**config.mk**
```make
export PLATFORM = sky130hd
export DESIGN_NAME = bcd_serial_subtractor
export DESIGN_NICKNAME = d
export VERILOG_FILES = /design/src/rtl/bcd_serial_subtractor.sv
export SDC_FILE = /design/constraint.sdc
export NUM_CORES = 1
export LEC_CHECK = 0
export CAP_MARGIN = 10
export CORE_ASPECT_RATIO = 0.7
export CORE_MARGIN = 10
export CORE_UTILIZATION = 54
export DETAILED_ROUTE_END_ITERATION = 10
export PLACE_DENSITY_LB_ADDON = 0.1
export SYNTH_ARGS = -nofsm -noshare
export SYNTH_HDL_FRONTEND = slang
export SYNTH_SLANG_ARGS = --single-unit
```
**constraint.sdc**
```tcl
create_clock -name clk -period 4.8 [get_ports clk]
set_input_delay 0.72 -clock clk [delete_from_list [all_inputs] [get_ports clk]]
set_output_delay 0.72 -clock clk [all_outputs]
set_load 0.01 [all_outputs]
```
**src/rtl/bcd_serial_subtractor.sv**
```systemverilog
// Multi-digit packed-BCD subtractor, one digit per clock, LSD first.
// Negative results come back in ten's complement with Bout set. Needs DIGITS >= 2.
module bcd_serial_subtractor #(
  parameter int DIGITS = 4
) (
  input  logic                clk,
  input  logic                rst,
  input  logic                start,
  input  logic [4*DIGITS-1:0] A,
  input  logic [4*DIGITS-1:0] B,
  input  logic                Bin,
  output logic [4*DIGITS-1:0] D,
  output logic                Bout,
  output logic                busy,
  output logic                done,
  output logic                err
);
  localparam int W  = 4 * DIGITS;
  localparam int CW = (DIGITS > 1) ? $clog2(DIGITS) : 1;
  localparam logic [CW-1:0] LAST = CW'(DIGITS - 1);

  typedef enum logic [1:0] {S_IDLE, S_CALC, S_DONE} state_t;

  state_t        state;
  logic [CW-1:0] cnt;
  logic [W-1:0]  a_q, b_q;
  logic          brw;
  logic          bad;
  logic [4:0]    t;
  logic [3:0]    digit;

  always_comb begin
    bad = 1'b0;
    for (int i = 0; i < DIGITS; i++)
      if (A[4*i +: 4] > 4'd9 || B[4*i +: 4] > 4'd9) bad = 1'b1;
  end

  // Operands shift right, so the current digit is always in the low nibble.
  assign t     = {1'b0, a_q[3:0]} - {1'b0, b_q[3:0]} - {4'd0, brw};
  assign digit = t[4] ? t[3:0] + 4'd10 : t[3:0];

  always_ff @(posedge clk) begin
    if (rst) begin
      state <= S_IDLE;
      cnt   <= '0;
      a_q   <= '0;
      b_q   <= '0;
      brw   <= 1'b0;
      D     <= '0;
      Bout  <= 1'b0;
      busy  <= 1'b0;
      done  <= 1'b0;
      err   <= 1'b0;
    end else begin
      case (state)
        S_IDLE: begin
          if (start) begin
            a_q  <= A;
            b_q  <= B;
            brw  <= Bin;
            cnt  <= '0;
            D    <= '0;
            Bout <= 1'b0;
            if (bad) begin
              err   <= 1'b1;
              state <= S_DONE;
            end else begin
              err   <= 1'b0;
              busy  <= 1'b1;
              state <= S_CALC;
            end
          end
        end
        S_CALC: begin
          // Digits enter at the top; after DIGITS shifts digit 0 sits in D[3:0].
          D   <= {digit, D[W-1:4]};
          a_q <= a_q >> 4;
          b_q <= b_q >> 4;
          brw <= t[4];
          cnt <= cnt + 1'b1;
          if (cnt == LAST) begin
            Bout  <= t[4];
            busy  <= 1'b0;
            done  <= 1'b1;
            state <= S_DONE;
          end
        end
        S_DONE: begin
          // Error path arrives with done low and raises it one cycle later.
          if (done) begin
            done  <= 1'b0;
            state <= S_IDLE;
          end else begin
            done <= 1'b1;
          end
        end
        default: state <= S_IDLE;
      endcase
    end
  end
endmodule

```
=== Word-level counts from Yosys, hierarchy flattened ===
Index checks and enable logic that the tools add are counted.

* $add $sub $neg: 4
* $mul: 0
* Div/mod/pow operators: 0
* Order comparisons: 8
* Equal/unequal tests: 7
* Shift operators: 0
* Muxes and demuxes: 31
* Bitwise gates (word level): 0
* Reduce and logical (&&, ||, !) cells: 13

{| class="wikitable"
|+ Operators with widths
! kind !! count
|-
| 16-bit one-hot mux with 2 select lines || 3
|-
| 16-bit 2-to-1 mux || 3
|-
| 4-bit greater-than comparator (second input constant) || 8
|-
| 1-bit 2-to-1 mux || 13
|-
| 2-bit 2-to-1 mux || 5
|-
| 2-bit != test (second input constant) || 4
|-
| 1-bit one-hot mux with 2 select lines || 4
|-
| 2-bit one-hot mux with 3 select lines || 1
|-
| 2-bit AND reduction || 3
|-
| 3-bit AND reduction || 2
|-
| 4-bit by 4-bit subtractor with 5-bit output || 1
|-
| 5-bit by 1-bit subtractor with 5-bit output || 1
|-
| 4-bit adder (second input constant) || 1
|-
| 2-bit == test (second input constant) || 2
|-
| 1-bit logical OR || 4
|-
| 4-bit 2-to-1 mux || 1
|-
| 2-bit one-hot mux with 2 select lines || 1
|-
| 4-bit AND reduction || 1
|-
| 2-bit nonzero test || 2
|-
| 2-bit by 1-bit adder with 2-bit output (second input constant) || 1
|-
| 2-bit by 1-bit == test with 1-bit output (second input constant) || 1
|-
| 2-bit logical NOT || 1
|}

* Flip-flop bits (word level): 57
* Latch bits: 0
* Bits in writable memories: 0
* Bits in read-only memories: 0
* Input port bits: 36
* Output and inout port bits: 20
* Word-level logic and storage cells: 73
* Memories: 0

=== Depth between registers and ports, before layout ===
* Depth in word-level cells: 9
* Mapped depth: 9
* Mapped depth without buffers: 9

=== Worst setup path after synthesis ===
No wires, ideal clock.

* Kind: flip-flop to flip-flop
* Start point: reg b_q[0]
* End point: reg brw
* Library setup time: 0.133 ns
* Arrival: 2.042 ns
* Data required time: 4.667 ns
* Path slack: 2.626 ns
* Stages on the path, launching flop included: 9
* Path buffers: 0
* Clock period less this slack: 2.174 ns
* Cells stage by stage: dfxtp_1 > inv_1 > fa_1 > fa_1 > nand2b_1 > a31oi_1 > nand2_1 > a221oi_1 > a211oi_2

* Cells in the longest elaborated chain, start to end: 3

{| class="wikitable"
|+ Ends and longest elaborated chain
! element !! line !! text
|-
| start, declared || 26 || <nowiki>logic [W-1:0] a_q, b_q;</nowiki>
|-
| start signal, assigned || 78 || <nowiki>b_q <= b_q >> 4;</nowiki>
|-
| 4-bit by 4-bit subtractor with 5-bit output || 39 || <nowiki>assign t = {1'b0, a_q[3:0]} - {1'b0, b_q[3:0]} - {4'd0, brw};</nowiki>
|-
| 5-bit by 1-bit subtractor with 5-bit output || 39 ||
|-
| 1-bit one-hot mux with 2 select lines || 55 || <nowiki>case (state)</nowiki>
|-
| end signal, assigned || 60 || <nowiki>brw <= Bin;</nowiki>
|-
| end signal, assigned || 79 || <nowiki>brw <= t[4];</nowiki>
|-
| end, declared || 27 || <nowiki>logic brw;</nowiki>
|}

No other way between the ends.
A chain may end at the register's enable or synchronous reset.

=== Worst setup path after layout ===
Same ends and word-level chain as after synthesis.

==> impl_metrics.tcl <==
set metrics [dict create \
    dpl.hpwl_mm 4.45 \
    cts_tree "done" \
    synth-compound-area-share 0.219 \
    ys.flop_type "dfxtp_1" \
    drv_slew 0 \
    syn_area_per_cell_um2 8.39 \
    grt_pass1_wl_mm 11.0 \
    layout_setup_ws_ps 2290 \
    cp_max_fo 4 \
    gp_congestion 0.761 \
    synth_top_family_by_area "compound AO/OA/AOI/OAI gates" \
    synth_xor_area_frac 0.0102 \
    syn2layout_area_growth_pct 27.7 \
    synth-simple-area-share 0.207 \
    ys_seq_area_frac 0.443 \
    syn_inst 307 \
    vias_per_cell 5.72 \
    die_w_um 103 \
    crit_type "flip-flop to flip-flop" \
    timing.fmax_mhz 398 \
    r2r_setup_slack_ps 2290 \
    cts_hold_buf 0 \
    use_met1 0.207 \
    setup_viol 0 \
    synth_enable_flop_cells 0 \
    ys_ff_latch 57 \
    clk_path_buf_depth 2 \
    core_region_area_um2 4480 \
    drt_iter0_markers 128 \
    numPortBuffers 55 \
    ant_nets 0 \
    post_cts_resized 0 \
    p_leak_uw 0.00125 \
    drc 0 \
    htree_num_levels 3 \
    busiest_layer "met2" \
    dr_total_vias 2351 \
    nNetsFinal 397 \
    synth_cell_types 35 \
    die_h_um 77.8 \
    tightest_slew_ps 1000 \
    clk-insertion-delay-late_ps 330 \
    worstSetupStartpointType "flip-flop" \
    muxShareOfSynthArea 0.00389 \
    wirelength_mm 6.50 \
    cp.required_ps 4970 \
    initial_core_util 0.575 \
    path_clk_slew_ps 60 \
    dieArea_um2 7980 \
    grt_antenna_before_repair 0 \
    totalPowerFinal_uw 1170 \
    numCtsBuffers 9 \
    track_usage 0.171 \
    ir_worst_vdd_mv 0.252 \
    drv_cap 0 \
    grt_max_degree 59 \
    skew_ps 5.92 \
    grt_pass1_vias 2306 \
    synth_fp_nets 353 \
    cts_setup_buffers 0 \
    final_util 0.735 \
    drt-pass1-iter-count 5 \
    syn_area_um2 2580 \
    clock-sinks 57 \
    post-route-min-period_ps 2510 \
    postPlaceCellArea_um2 3080 \
    yosys_warnings 0 \
    grtUsageMet3 0.0770 \
    rows 20 \
    hp-class "flip-flop to flip-flop" \
    drive_gt1_frac 0.0590 \
    min_period_over_period 0.523 \
    finalSetupTns_ps 0 \
    power.density_nw_per_um2 355 \
    rsz0062_at_grt "no" \
    max_slew_margin 0.334 \
    status "finished, final reports clean" \
    ios 56 \
    critPathArrivalTime_ps 2690 \
    gr-total-overflow 0 \
    wl_per_cell_um 15.8 \
    synthArstFlopShare 0 \
    place_ws_ps 2260 \
    cp-end-kind "flip-flop" \
    clockRootBuffer "clkbuf_8" \
    yosys.area_share.adder 0.0544 \
    stdcell_area_um2 3290 \
    hold_viol 0 \
    use_met2 0.264 \
    n_antenna_cell 0 \
]
[power breakdown]
| group | leakage, uW | internal, uW | total [uW] | switching [uW] |
|---|---|---|---|---|
| sequential | 0.000467 | 500 | 517 | 17.1 |
| clock | 0.000107 | 282 | 463 | 181 |
| combinational | 0.000675 | 87.5 | 187 | 99.8 |
[synthesized netlist by cell type (all sizes together), types with 2 or more instances]
cell type,number,share of area
a211oi,3,0.011
a21oi,7,0.014
a22oi,22,0.064
a311oi,24,0.082
a31oi,3,0.0073
buf,18,0.041
clkbuf,6,0.0087
dfxtp,57,0.44
fa,2,0.016
ha,8,0.039
inv,9,0.013
nand2,51,0.074
nand2b,8,0.019
nand3b,5,0.015
nand4,2,0.0049
nor2,54,0.080
nor2b,2,0.0049
o211ai,2,0.0058
o21ai,12,0.023
xor2,2,0.0068
[final cells by class]
type	count	area (um^2)
clock buffers	14	173
clock inverters	2	35.0
fillers	343	1190
inverters	9	33.8
multi-input cells	217	1280
flip-flops and latches	57	1140
well taps	55	68.8
repair buffers	57	561
[critical path: stages, from the launching register on]
cell	delay, ps
dfxtp_1	350
inv_1	80
fa_1	450
fa_1	420
nand2b_1	180
a31oi_1	210
nand2_1	210
a221oi_1	370
a211oi_2	80
[state kept, by name (all words and copies together), names as in the netlist]
register	count
done	1
err	1
busy	1
cnt	2
state	2
a_q	16
brw	1
b_q	16
Bout	1
D	16
[metal layers]
layer	routed length, um	share of wire
met1	2820	0.43
met2	3050	0.47
met5	0	0
met4	110	0.017
met3	512	0.079
[through the flow]
stage | std cells | hold WS, ps
3_3_place_gp | 395 | 463
2_1_floorplan | 307 | 455
6_report | 411 | 473
4_1_cts | 411 | 476
5_1_grt | 411 | 499
3_5_place_dp | 395 | 468
[cell families after synthesis]
kind of cell | Yosys count
mux | 1
fa+ha+maj | 10
simple gates | 126
xor+xnor | 3
buf+inv | 33
flops | 57
compound gates | 77
[cells in the final DEF (no fill, tap or decap), types with 3 or more instances in the layout]
cell type,count
inv_1,9
clkbuf_8,12
a22oi_1,22
nand3b_1,5
nand2b_1,8
a31oi_1,3
a311oi_1,24
nand2_1,51
a21oi_1,7
nor2_1,52
ha_1,8
o21ai_0,10
clkdlybuf4s50_1,54
dfxtp_1,57
[final timing paths]
| check | from | end | cells after the start |
|---|---|---|---|
| setup / recovery | b_q[0] | brw | 8 |
| hold / removal | b_q[9] | b_q[5] | 2 |
| setup reg to reg | b_q[0] | brw | 8 |
| hold reg to reg | b_q[9] | b_q[5] | 2 |
Note: power is estimated with default switching activity, not from simulation.
